--- src/rtl/mem_stage.sv ---
// mem_stage: memory-access pipeline stage between EX and WB.
// Registers the EX bus under the stall vector, aligns/extends load data from
// the synchronous data SRAM and presents the WB bus plus the ID forwarding bus.
// Optional build macro MEM_RDATA_HOLD_EN: holds the SRAM read data of a load
// while WB is stalled so the result is independent of the live read port.
module mem_stage #(
    parameter int EX_TO_MEM_WD = 151,
    parameter int MEM_TO_WB_WD = 136,
    parameter int MEM_TO_RF_WD = 104,
    parameter int STALL_WD     = 6
) (
    input  logic                    clk,
    input  logic                    rst,
    input  logic [STALL_WD-1:0]     stall,
    input  logic [EX_TO_MEM_WD-1:0] ex_to_mem_bus,
    input  logic [31:0]             data_sram_rdata,
    output logic [MEM_TO_WB_WD-1:0] mem_to_wb_bus,
    output logic [MEM_TO_RF_WD-1:0] mem_to_rf_bus
);

    logic [EX_TO_MEM_WD-1:0] ex_to_mem_bus_r;
    logic                    first_cycle;

    logic        bubble;
    logic        advance;

    logic [7:0]  mem_op;
    logic [65:0] hilo_bus;
    logic [31:0] pc;
    logic        ram_en;
    logic        ram_wen;
    logic [3:0]  ram_sel;
    logic        sel_rf_res;
    logic        rf_we;
    logic [4:0]  rf_waddr;
    logic [31:0] ex_result;

    logic        op_lb, op_lbu, op_lh, op_lhu, op_lw;
    logic [31:0] rdata_eff;
    logic [7:0]  load_byte;
    logic [15:0] load_half;
    logic [31:0] load_data;
    logic [31:0] rf_wdata;

    // Bits of the stall vector and store opcodes that this stage does not consume.
    logic        unused_bits;

    assign bubble  = stall[3] & ~stall[4];
    assign advance = ~stall[3];

    // Input pipeline register: reset, bubble, capture or hold.
    always_ff @(posedge clk) begin
        if (rst || bubble) begin
            ex_to_mem_bus_r <= '0;
        end else if (advance) begin
            ex_to_mem_bus_r <= ex_to_mem_bus;
        end
    end

    // Marks the first cycle an instruction spends in MEM.
    always_ff @(posedge clk) begin
        if (rst || bubble) begin
            first_cycle <= 1'b0;
        end else begin
            first_cycle <= advance;
        end
    end

    assign mem_op     = ex_to_mem_bus_r[150:143];
    assign hilo_bus   = ex_to_mem_bus_r[142:77];
    assign pc         = ex_to_mem_bus_r[76:45];
    assign ram_en     = ex_to_mem_bus_r[44];
    assign ram_wen    = ex_to_mem_bus_r[43];
    assign ram_sel    = ex_to_mem_bus_r[42:39];
    assign sel_rf_res = ex_to_mem_bus_r[38];
    assign rf_we      = ex_to_mem_bus_r[37];
    assign rf_waddr   = ex_to_mem_bus_r[36:32];
    assign ex_result  = ex_to_mem_bus_r[31:0];

    assign op_lb  = mem_op[7];
    assign op_lbu = mem_op[6];
    assign op_lh  = mem_op[5];
    assign op_lhu = mem_op[4];
    assign op_lw  = mem_op[3];

`ifdef MEM_RDATA_HOLD_EN
    logic        hold_valid;
    logic [31:0] hold_data;
    logic        is_load;

    assign is_load = op_lb | op_lbu | op_lh | op_lhu | op_lw;

    // Latch the read data of a load entering a WB stall; released when WB moves.
    always_ff @(posedge clk) begin
        if (rst || bubble || !stall[4]) begin
            hold_valid <= 1'b0;
        end else if (first_cycle && is_load && stall[4]) begin
            hold_valid <= 1'b1;
            hold_data  <= data_sram_rdata;
        end
    end

    assign rdata_eff = hold_valid ? hold_data : data_sram_rdata;
`else
    assign rdata_eff = data_sram_rdata;
`endif

    // Load alignment and sign/zero extension.
    always_comb begin
        load_byte = '0;
        case (ram_sel)
            4'b0001: load_byte = rdata_eff[7:0];
            4'b0010: load_byte = rdata_eff[15:8];
            4'b0100: load_byte = rdata_eff[23:16];
            4'b1000: load_byte = rdata_eff[31:24];
            default: load_byte = '0;
        endcase
        load_half = ram_sel[0] ? rdata_eff[15:0] : rdata_eff[31:16];
        load_data = rdata_eff;
        if (op_lb) begin
            load_data = {{24{load_byte[7]}}, load_byte};
        end else if (op_lbu) begin
            load_data = {24'h0, load_byte};
        end else if (op_lh) begin
            load_data = {{16{load_half[15]}}, load_half};
        end else if (op_lhu) begin
            load_data = {16'h0, load_half};
        end
    end

    assign rf_wdata = (sel_rf_res & ram_en & ~ram_wen) ? load_data : ex_result;

    assign mem_to_wb_bus = {hilo_bus, pc, rf_we, rf_waddr, rf_wdata};
    assign mem_to_rf_bus = {hilo_bus, rf_we, rf_waddr, rf_wdata};

    assign unused_bits = ^{stall[5], stall[2:0], mem_op[2:0], op_lw, first_cycle};

endmodule

--- config.mk ---
export PLATFORM = sky130hd
export DESIGN_NAME = mem_stage
export DESIGN_NICKNAME = d
export VERILOG_FILES = /design/src/rtl/mem_stage.sv
export SDC_FILE = /design/constraint.sdc
export NUM_CORES = 1
export LEC_CHECK = 0
export CAP_MARGIN = 10
export CORE_AREA = 4 4 166 168
export CTS_CLUSTER_SIZE = 8
export DETAILED_ROUTE_END_ITERATION = 10
export DIE_AREA = 0 0 170 172
export PLACE_DENSITY_LB_ADDON = 0.3
export REMOVE_ABC_BUFFERS = 1
export SLEW_MARGIN = 20
export SYNTH_ARGS = -nofsm -noshare
export SYNTH_HDL_FRONTEND = slang
export SYNTH_SLANG_ARGS = --single-unit
--- constraint.sdc ---
create_clock -name clk -period 1.9 [get_ports clk]
set_input_delay 0.285 -clock clk [delete_from_list [all_inputs] [get_ports clk]]
set_output_delay 0.285 -clock clk [all_outputs]
set_load 0.05 [all_outputs]
==> impl_metrics.toml, run 1 <==
[layout]
largest_register_ffs = 147
final_common_cell = "clkdlybuf4s50_1"
final_cell_mix = "clkdlybuf4s50_1, nor2_1, mux2i_1"
finalCoreUtilization_pct = 48.3
largestRegisters = "ex_to_mem_bus_r (147)"
antenna_cells = 0
drive_gt1_share_pct = 20.7
area_growth_pct = 60.2
layout.nets = 1306
largest-register = "ex_to_mem_bus_r"

[pwr]
p_leak_nw = 6.79
powerDensity_mw_per_mm2 = 758
total_power_mw = 9.49
vdd_drop_max_uv = 550

[critical_path]
required_ns = 1.62
crit_slowest_cell = "nor4_4"
crit_arrival_ns = 2.22
path_max_fanout = 10
path_cells = "buf_6 -> nand3b_1 -> a2111oi_4 -> buf_4 -> nor4_4 -> buf_12 -> a21oi_4 -> buf_6"
start_kind = "flip-flop"
path_class = "reg -> out"
cpMostUsedCell = "buf_6"
endpoint_kind = "output pin"
max_stage_delay_ns = 0.43

[grt]
grt_pass1_wl_um = 38600
grt_overflow = 0
grtUsageTotal_pct = 17.0
grt_pass1_vias = 6639
grt_max_degree = 64
antenna_found_initial = 1

[synthesis]
synthMuxAreaShare_pct = 20.1
synth_area_leader_cell = "dfxtp_1"
synth_area_leaders = "dfxtp_1, buf_4, mux2i_1"
ys_seq_elements = 147
synth-xor-area-share_pct = 0
syn_avg_cell_area_um2 = 9.15
ys_seq_area_share_pct = 37.7
synth_top_family_by_area = "buffers and inverters"
ys_types = 37
synth_compound_area_share_pct = 7.05
synth_warnings = 0
yosys.area_share.simple_pct = 12.3
synth_top_area_share_pct = 37.7
synthAdderAreaFrac_pct = 0
syn-instance-count = 854
synthesis.area_mm2 = 0.00781

[route]
drtPass1Iterations = 4
topRoutingLayerUsed = "met5"
num_vias = 6545
drt_wl_total_um = 26200
dr_wl_met2_um = 14000
viasPerCell = 4.47
post-route-drc-count = 0
routed-wl-met3_um = 1990
detail_route.wirelength.met1_um = 9930
avgRoutedWirePerCell_um = 17.9
drtIter0Drc = 280
postRouteAntennaNets = 0

[cts]
clk_latency_ns = 0.41
hold_buffers = 0
clockRootBuffer = "clkbuf_16"
tritoncts = "built"
clockBufferDepth = 2
h-tree-depth = 4
cts.clk_slew.worst_paths_ns = 0.07
clkSinkCount = 147
numCtsBuffers = 17

[placement]
hpwl_um = 20400
io_buffers = 422
gp_congestion = 0.838

[timing]
rsz0062_at_grt = "yes"
period_share_pct = 132
skew_ns = 0
clock.fmax_mhz = 400
final_hold_viol_count = 0
finalSetupViolations = 64
period_needed_ns = 2.50
worstMarginPinSlew_ns = 0.550
finalWorstSetupSlack_ns = -0.601
finalSetupTns_ns = -33.16
slew_violations = 0
slew_headroom_pct = 63.3

[floorplan]
io_pins = 431
core_area_mm2 = 0.0259
start_util_pct = 30.2
die_h_um = 172
die_x_um = 170
die_area_mm2 = 0.0292
num_rows = 59

[job]
max_cap_violations = 0

[run_status]
status = "finished with violations"
violations = "setup timing"

[min_path]
hold_path_class = "in -> reg"
-- report_power, final --
group	leakage [nW]	internal (mW)	total, mW	switching, mW
clock	0.281	1.89	3.37	1.48
sequential	1.21	3.24	3.35	0.110
combinational	5.30	1.15	2.77	1.62
total	6.79	6.28	9.49	3.21
-- synth_stat cells (all sizes together) --
cell type,instances
mux2,6
a21oi,23
buf,233
a211oi,1
o21bai,1
o21ai,3
a21o,1
o22ai,5
inv,2
nand2,23
o32a,2
a31oi,16
dfxtp,147
nor2b,7
mux2i,150
nor4b,1
and3b,1
a22oi,5
a2111oi,2
a2bb2oi,2
nand3b,5
clkbuf,20
nor4,2
a221oi,4
nor2,176
o221ai,1
a22o,5
or2,1
and3,9
-- layout make-up --
type,instances,area (µm²)
multi-input combinational,453,3360
sequential,147,2950
tap,335,419
clock buffer,19,443
fill,2414,13400
clock inverter,13,140
timing repair buffer,494,5200
inverter,2,7.51
-- path summary, 6_finish.rpt --
kind                                                        from                                 to  slack [ns]  cells past startpoint
worst min register to register  ex_to_mem_bus_r[76]$_SDFFE_PP0N_   ex_to_mem_bus_r[76]$_SDFFE_PP0N_        0.49                      2
worst max-delay path            ex_to_mem_bus_r[42]$_SDFFE_PP0N_                  mem_to_wb_bus[21]       -0.60                      8
worst max register to register  ex_to_mem_bus_r[39]$_SDFFE_PP0N_   ex_to_mem_bus_r[39]$_SDFFE_PP0N_        1.00                      4
worst min-delay path                          ex_to_mem_bus[118]  ex_to_mem_bus_r[118]$_SDFFE_PP0N_        0.47                      3
-- worst max-delay path: cells and delay by family, from the launching register on --
family	cells	cell delay (ns)
simple gates	2	0.57
flops	1	0.33
compound gates	2	0.19
buf+inv	4	0.68
-- layer usage --
layer | track usage, % | vias up
li1 | - | 3167
met1 | 18.9 | 3091
met2 | 31.7 | 265
met3 | 5.60 | 20
met4 | 3.65 | 2
met5 | 0 | -
-- logic make-up (layout without fill, tap and decap cells) --
kind of cell | count (synthesis) | count (layout)
buf+inv | 255 | 528
flops | 147 | 147
compound gates | 71 | 72
mux | 156 | 156
simple gates | 225 | 225
-- timing repair --
| action | in CTS | in global routing |
|---|---|---|
| setup buffers | 6 | 2 |
| pin swaps | 18 | 5 |
| hold endpoints to repair | 0 | 0 |
| gates cloned | 1 | 0 |
| gates resized for setup | 182 | 79 |
| endpoints found under the setup margin | 160 | 137 |
-- per-stage QoR --
step                hold slack, ns  area, µm²  setup WS (ns)  instances
floorplan                    0.429       6030          -2.05        601
global placement             0.473      11400         -0.498       1424
detailed placement           0.485      11400         -0.566       1424
CTS                          0.450      12300         -0.652       1461
global route                 0.454      12500         -0.716       1463
finish                       0.471      12500         -0.601       1463
Power figures use the tool's default switching activity.
==> run 2: changes to the inputs <==
CAP_MARGIN = default   (was 10)
CORE_AREA = 4 4 168 170   (was 4 4 166 168)
DIE_AREA = 0 0 172 174   (was 0 0 170 172)
clock period = 2.9 ns   (was 1.9 ns; I/O delays follow)
==> impl_metrics.toml, run 2 (same netlist as run 1, synthesis figures left out) <==
[run_status]
status = "finished clean"

[min_path]
hold_path_class = "reg -> reg"
hold_end = "ex_to_mem_bus_r[54]$_SDFFE_PP0N_"
min_from = "ex_to_mem_bus_r[54]$_SDFFE_PP0N_"
whs_path_depth = 2

[route]
viasPerCell = 4.41
drt_wl_total_um = 25100
drtPass1Iterations = 4
drtIter0Drc = 225
postRouteAntennaNets = 0
post-route-drc-count = 0
num_vias = 6312
avgRoutedWirePerCell_um = 17.5

[layout]
final_common_cell = "clkdlybuf4s50_1"
largest_register_ffs = 147
area_growth_pct = 50.3
layout.nets = 1268
finalCoreUtilization_pct = 43.9
largestRegisters = "ex_to_mem_bus_r (147)"
drive_gt1_share_pct = 14.8
largest-register = "ex_to_mem_bus_r"
seqCellArea_mm2 = 0.00295
n_fill_cell = 2644
final_area_mm2 = 0.0117
multi_input_area_mm2 = 0.00312
final_cell_mix = "clkdlybuf4s50_1, nor2_1, mux2i_1"

[cts]
clockRootBuffer = "clkbuf_16"
cts.clk_slew.worst_paths_ns = 0.06
h-tree-depth = 4
hold_buffers = 0
clkSinkCount = 147
clk_latency_ns = 0.41
numCtsBuffers = 17
tritoncts = "built"
clockBufferDepth = 2

[critical_path]
max_stage_delay_ns = 0.51
cp.buffers_inverters = 4
rr_worst_depth = 3
crit_slowest_cell = "clkdlybuf4s50_1"
endpoint_kind = "output pin"
crit_family = "buffers and inverters"
crit_arrival_ns = 2.43
required_ns = 2.47
cpMostUsedCell = "buf_4"
path_class = "in -> out"
path_cells = "clkdlybuf4s50_1 -> nand3b_1 -> a2111oi_4 -> nor4_4 -> buf_4 -> buf_12 -> a21oi_2 -> buf_4"
path_max_fanout = 8
r2r_end = "ex_to_mem_bus_r[41]$_SDFFE_PP0N_"
rrSetupSlack_ns = 2.02
regToRegStartpoint = "ex_to_mem_bus_r[41]$_SDFFE_PP0N_"
start_kind = "input port"

[timing]
finalWorstSetupSlack_ns = 0.0382
skew_ns = 0
worstMarginPinSlew_ns = 0.718
slew_headroom_pct = 51.8
rsz0062_at_grt = "yes"
clock.fmax_mhz = 349
slew_violations = 0
period_needed_ns = 2.86
period_share_pct = 98.7
whs_ns = 0.490
finalSetupViolations = 0
final_hold_viol_count = 0

[pwr]
powerDensity_mw_per_mm2 = 519
vdd_drop_max_uv = 321
p_leak_nw = 4.93

[floorplan]
core_area_mm2 = 0.0267
num_rows = 60
io_pins = 431
die_x_um = 172
die_area_mm2 = 0.0299
start_util_pct = 29.2
die_h_um = 174

[placement]
io_buffers = 422
gp_congestion = 0.756
hpwl_um = 19300
postPlaceCellArea_mm2 = 0.0111
dp_slack_ns = -0.274

[grt]
antenna_found_initial = 2
grt_pass1_vias = 6511
grt_max_degree = 83
grtUsageTotal_pct = 16.2
grt_overflow = 0
grt_pass1_wl_um = 37800

[job]
max_cap_violations = 0
[run 2: changes by cell type in the layout (fill, tap and decap cells not counted), sizes merged]
| cell | change |
|---|---|
| clkinv | -2 |
| dlymetal6s2s | -72 |
| inv | +4 |
| dlygate4sd2 | -89 |
| o21bai | -1 |
| clkbuf | -2 |
| bufinv | -1 |
| buf | -45 |
| clkdlybuf4s50 | +169 |
| diode | +1 |
[run 2: worst register-to-register path, stage by stage (launching register included)]
cell	delay, ns
dfxtp_1	0.45
buf_4	0.20
mux2i_1	0.07
nor2_1	0.09
[run 2: final cells by class]
| type | instances | area share (%) |
|---|---|---|
| diodes | 1 | 0.0213 |
| repair buffers | 457 | 39.9 |
| well taps | 341 | 3.63 |
| multi-input cells | 452 | 26.5 |
| flip-flops and latches | 147 | 25.1 |
| inverters | 2 | 0.0639 |
| clock buffers | 17 | 3.62 |
| clock inverters | 14 | 1.17 |
[run 2: power by group]
group	switching (mW)	total, mW	leakage [nW]	internal, mW
clock	1.01	2.15	0.272	1.14
combinational	1.01	1.74	3.45	0.730
sequential	0.0765	2.20	1.21	2.12
[run 2: how the worst max path moves through the flow]
stage	start	to	slack [ns]	depth (start not counted)
4_1_cts	data_sram_rdata[31]	mem_to_wb_bus[21]	0.05	8
5_1_grt	data_sram_rdata[15]	mem_to_wb_bus[21]	-0.03	8
2_1_floorplan	ex_to_mem_bus_r[43]$_SDFFE_PP0N_	mem_to_rf_bus[1]	-1.20	3
6_report	data_sram_rdata[15]	mem_to_wb_bus[21]	0.04	8
3_3_place_gp	data_sram_rdata[31]	mem_to_rf_bus[22]	-0.17	7
3_5_place_dp	data_sram_rdata[31]	mem_to_rf_bus[16]	-0.27	7
[run 2: repair_timing]
| action | in CTS | in global routing |
|---|---|---|
| buffers inserted | 2 | 1 |
| pin swaps | 1 | 1 |
| resized for setup | 2 | 4 |
| endpoints found under the setup margin | 42 | 28 |
| cloned | 0 | 0 |
[run 2: stage by stage]
step                total power [mW]  cells  TNS (ns)
finish                          6.09   1431         0
global route                    6.36   1431    -0.163
CTS                             6.19   1429         0
detailed placement              3.99   1396     -6.01
global placement                3.98   1396     -3.57
floorplan                       3.16    601    -31.86
[run 2: layer usage]
metal	part of all wire [%]	global-route usage, %
met3	6.9	4.89
met2	52	28.9
met5	0.052	0
met4	1.4	4.03
met1	40	18.7
==> run 3: changes to the inputs <==
CORE_AREA = 2 2 166 168   (was 4 4 168 170)
DIE_AREA = 0 0 168 170   (was 0 0 172 174)
==> impl_metrics.toml, run 3 (same netlist as run 1, synthesis figures left out) <==
[timing]
finalSetupViolations = 0
finalSetupTns_ns = 0
slew_violations = 0
rsz0062_at_grt = "yes"
final_hold_viol_count = 0
worstMarginPinSlew_ns = 0.710
skew_ns = 0
period_share_pct = 99.7
finalWorstSetupSlack_ns = 0.00793
clock.fmax_mhz = 346
period_needed_ns = 2.89
slew_headroom_pct = 52.3

[grt]
grt_pass1_vias = 6167
grt_pass1_wl_um = 35600
antenna_found_initial = 3
grt_overflow = 0
grt_max_degree = 79
grtUsageTotal_pct = 16.1

[critical_path]
path_class = "in -> out"
cpMostUsedCell = "buf_4"
required_ns = 2.47
crit_slowest_cell = "clkdlybuf4s50_1"
path_cells = "clkdlybuf4s50_1 -> nand3b_1 -> a2111oi_4 -> nor4_4 -> buf_4 -> buf_12 -> a21oi_2 -> buf_4"
endpoint_kind = "output pin"
path_max_fanout = 10
max_stage_delay_ns = 0.55
start_kind = "input port"
crit_arrival_ns = 2.46

[floorplan]
die_h_um = 170
start_util_pct = 29.3
die_area_mm2 = 0.0286
die_x_um = 168
core_area_mm2 = 0.0267
num_rows = 60
io_pins = 431

[route]
avgRoutedWirePerCell_um = 17.0
post-route-drc-count = 0
drt_wl_total_um = 24200
postRouteAntennaNets = 0
viasPerCell = 4.38
num_vias = 6249
drtPass1Iterations = 4
drtIter0Drc = 219

[layout]
largestRegisters = "ex_to_mem_bus_r (147)"
largest-register = "ex_to_mem_bus_r"
drive_gt1_share_pct = 14.5
n_fill_cell = 2607
final_cell_mix = "clkdlybuf4s50_1, nor2_1, mux2i_1"
finalCoreUtilization_pct = 43.9
final_common_cell = "clkdlybuf4s50_1"
area_growth_pct = 49.8
layout.nets = 1261
largest_register_ffs = 147

[cts]
clkSinkCount = 147
h-tree-depth = 4
clk_latency_ns = 0.41
numCtsBuffers = 17
cts.clk_slew.worst_paths_ns = 0.06
hold_buffers = 0
tritoncts = "built"
clockRootBuffer = "clkbuf_16"
clockBufferDepth = 2

[placement]
io_buffers = 422
dp_slack_ns = 0.0646
hpwl_um = 18500
gp_congestion = 0.789

[pwr]
powerDensity_mw_per_mm2 = 518
total_power_mw = 6.06
vdd_drop_max_uv = 255
p_leak_nw = 4.88

[job]
max_cap_violations = 0

[min_path]
hold_path_class = "reg -> reg"

[run_status]
status = "finished clean"
==> run 3: cell types whose count changed in the layout (fill, tap and decap cells not counted), moves of 2 or more <==
cell        previous run  this run
dfxtp_1              145       143
diode_2                1         3
buf_4                 71        62
buf_6                  0         2
clkinvlp_4             2         4
==> run 3: worst paths after layout <==
kind,start,endpoint,slack (ns),depth (start not counted)
max,data_sram_rdata[31],mem_to_wb_bus[21],0.008,8
min,ex_to_mem_bus_r[72]$_SDFFE_PP0N_,ex_to_mem_bus_r[72]$_SDFFE_PP0N_,0.49,2
max reg2reg,ex_to_mem_bus_r[148]$_SDFFE_PP0N_,ex_to_mem_bus_r[148]$_SDFFE_PP0N_,2.15,2
min reg2reg,ex_to_mem_bus_r[72]$_SDFFE_PP0N_,ex_to_mem_bus_r[72]$_SDFFE_PP0N_,0.49,2
==> run 3: what timing repair did <==
action                                  4_1_cts  5_1_grt
endpoints found under the setup margin       28       19
setup buffers                                 2        0
pin swaps                                     1        1
gates resized for setup                       5        6
==> run 3: layer usage <==
layer / wire [µm] / global-route usage, % / share of wire [%] / vias to the layer above
met2: 12300 / 28.8 / 51 / 240
met5: 0 / 0 / 0 / -
met1: 10200 / 18.7 / 42 / 2919
li1: - / - / - / 3079
met4: 195 / 4.50 / 0.80 / 0
met3: 1570 / 4.91 / 6.5 / 11
==> run 3: through the flow <==
step	cells	hold slack, ns	instance area, µm²
2_1_floorplan	601	0.463	6030
3_3_place_gp	1390	0.472	11100
3_5_place_dp	1390	0.484	11100
4_1_cts	1424	0.500	11700
5_1_grt	1426	0.521	11700
6_report	1427	0.493	11700
==> run 3: worst max-delay path: cells and delay by family <==
| kind | cells | cell delay [ns] |
|---|---|---|
| buffers and inverters | 4 | 1.11 |
| AND/OR/NAND/NOR | 2 | 0.25 |
| AO/OA/AOI/OAI | 2 | 0.65 |
==> run 3: final cells by class <==
type	count	area (µm²)	share of cell area, %
antenna	3	7.51	0.0642
clock buffer	19	443	3.78
clock inverter	13	116	0.994
inverter	2	7.51	0.0642
multi-input combinational	452	3120	26.6
sequential	147	2950	25.2
tap	341	427	3.65
timing repair buffer	450	4640	39.6
==> run 3: report_power, final <==
part	internal, mW	switching [mW]	leakage [nW]
sequential	2.12	0.0829	1.21
combinational	0.726	1.00	3.41
clock	1.15	0.980	0.263
total	4.00	2.06	4.88
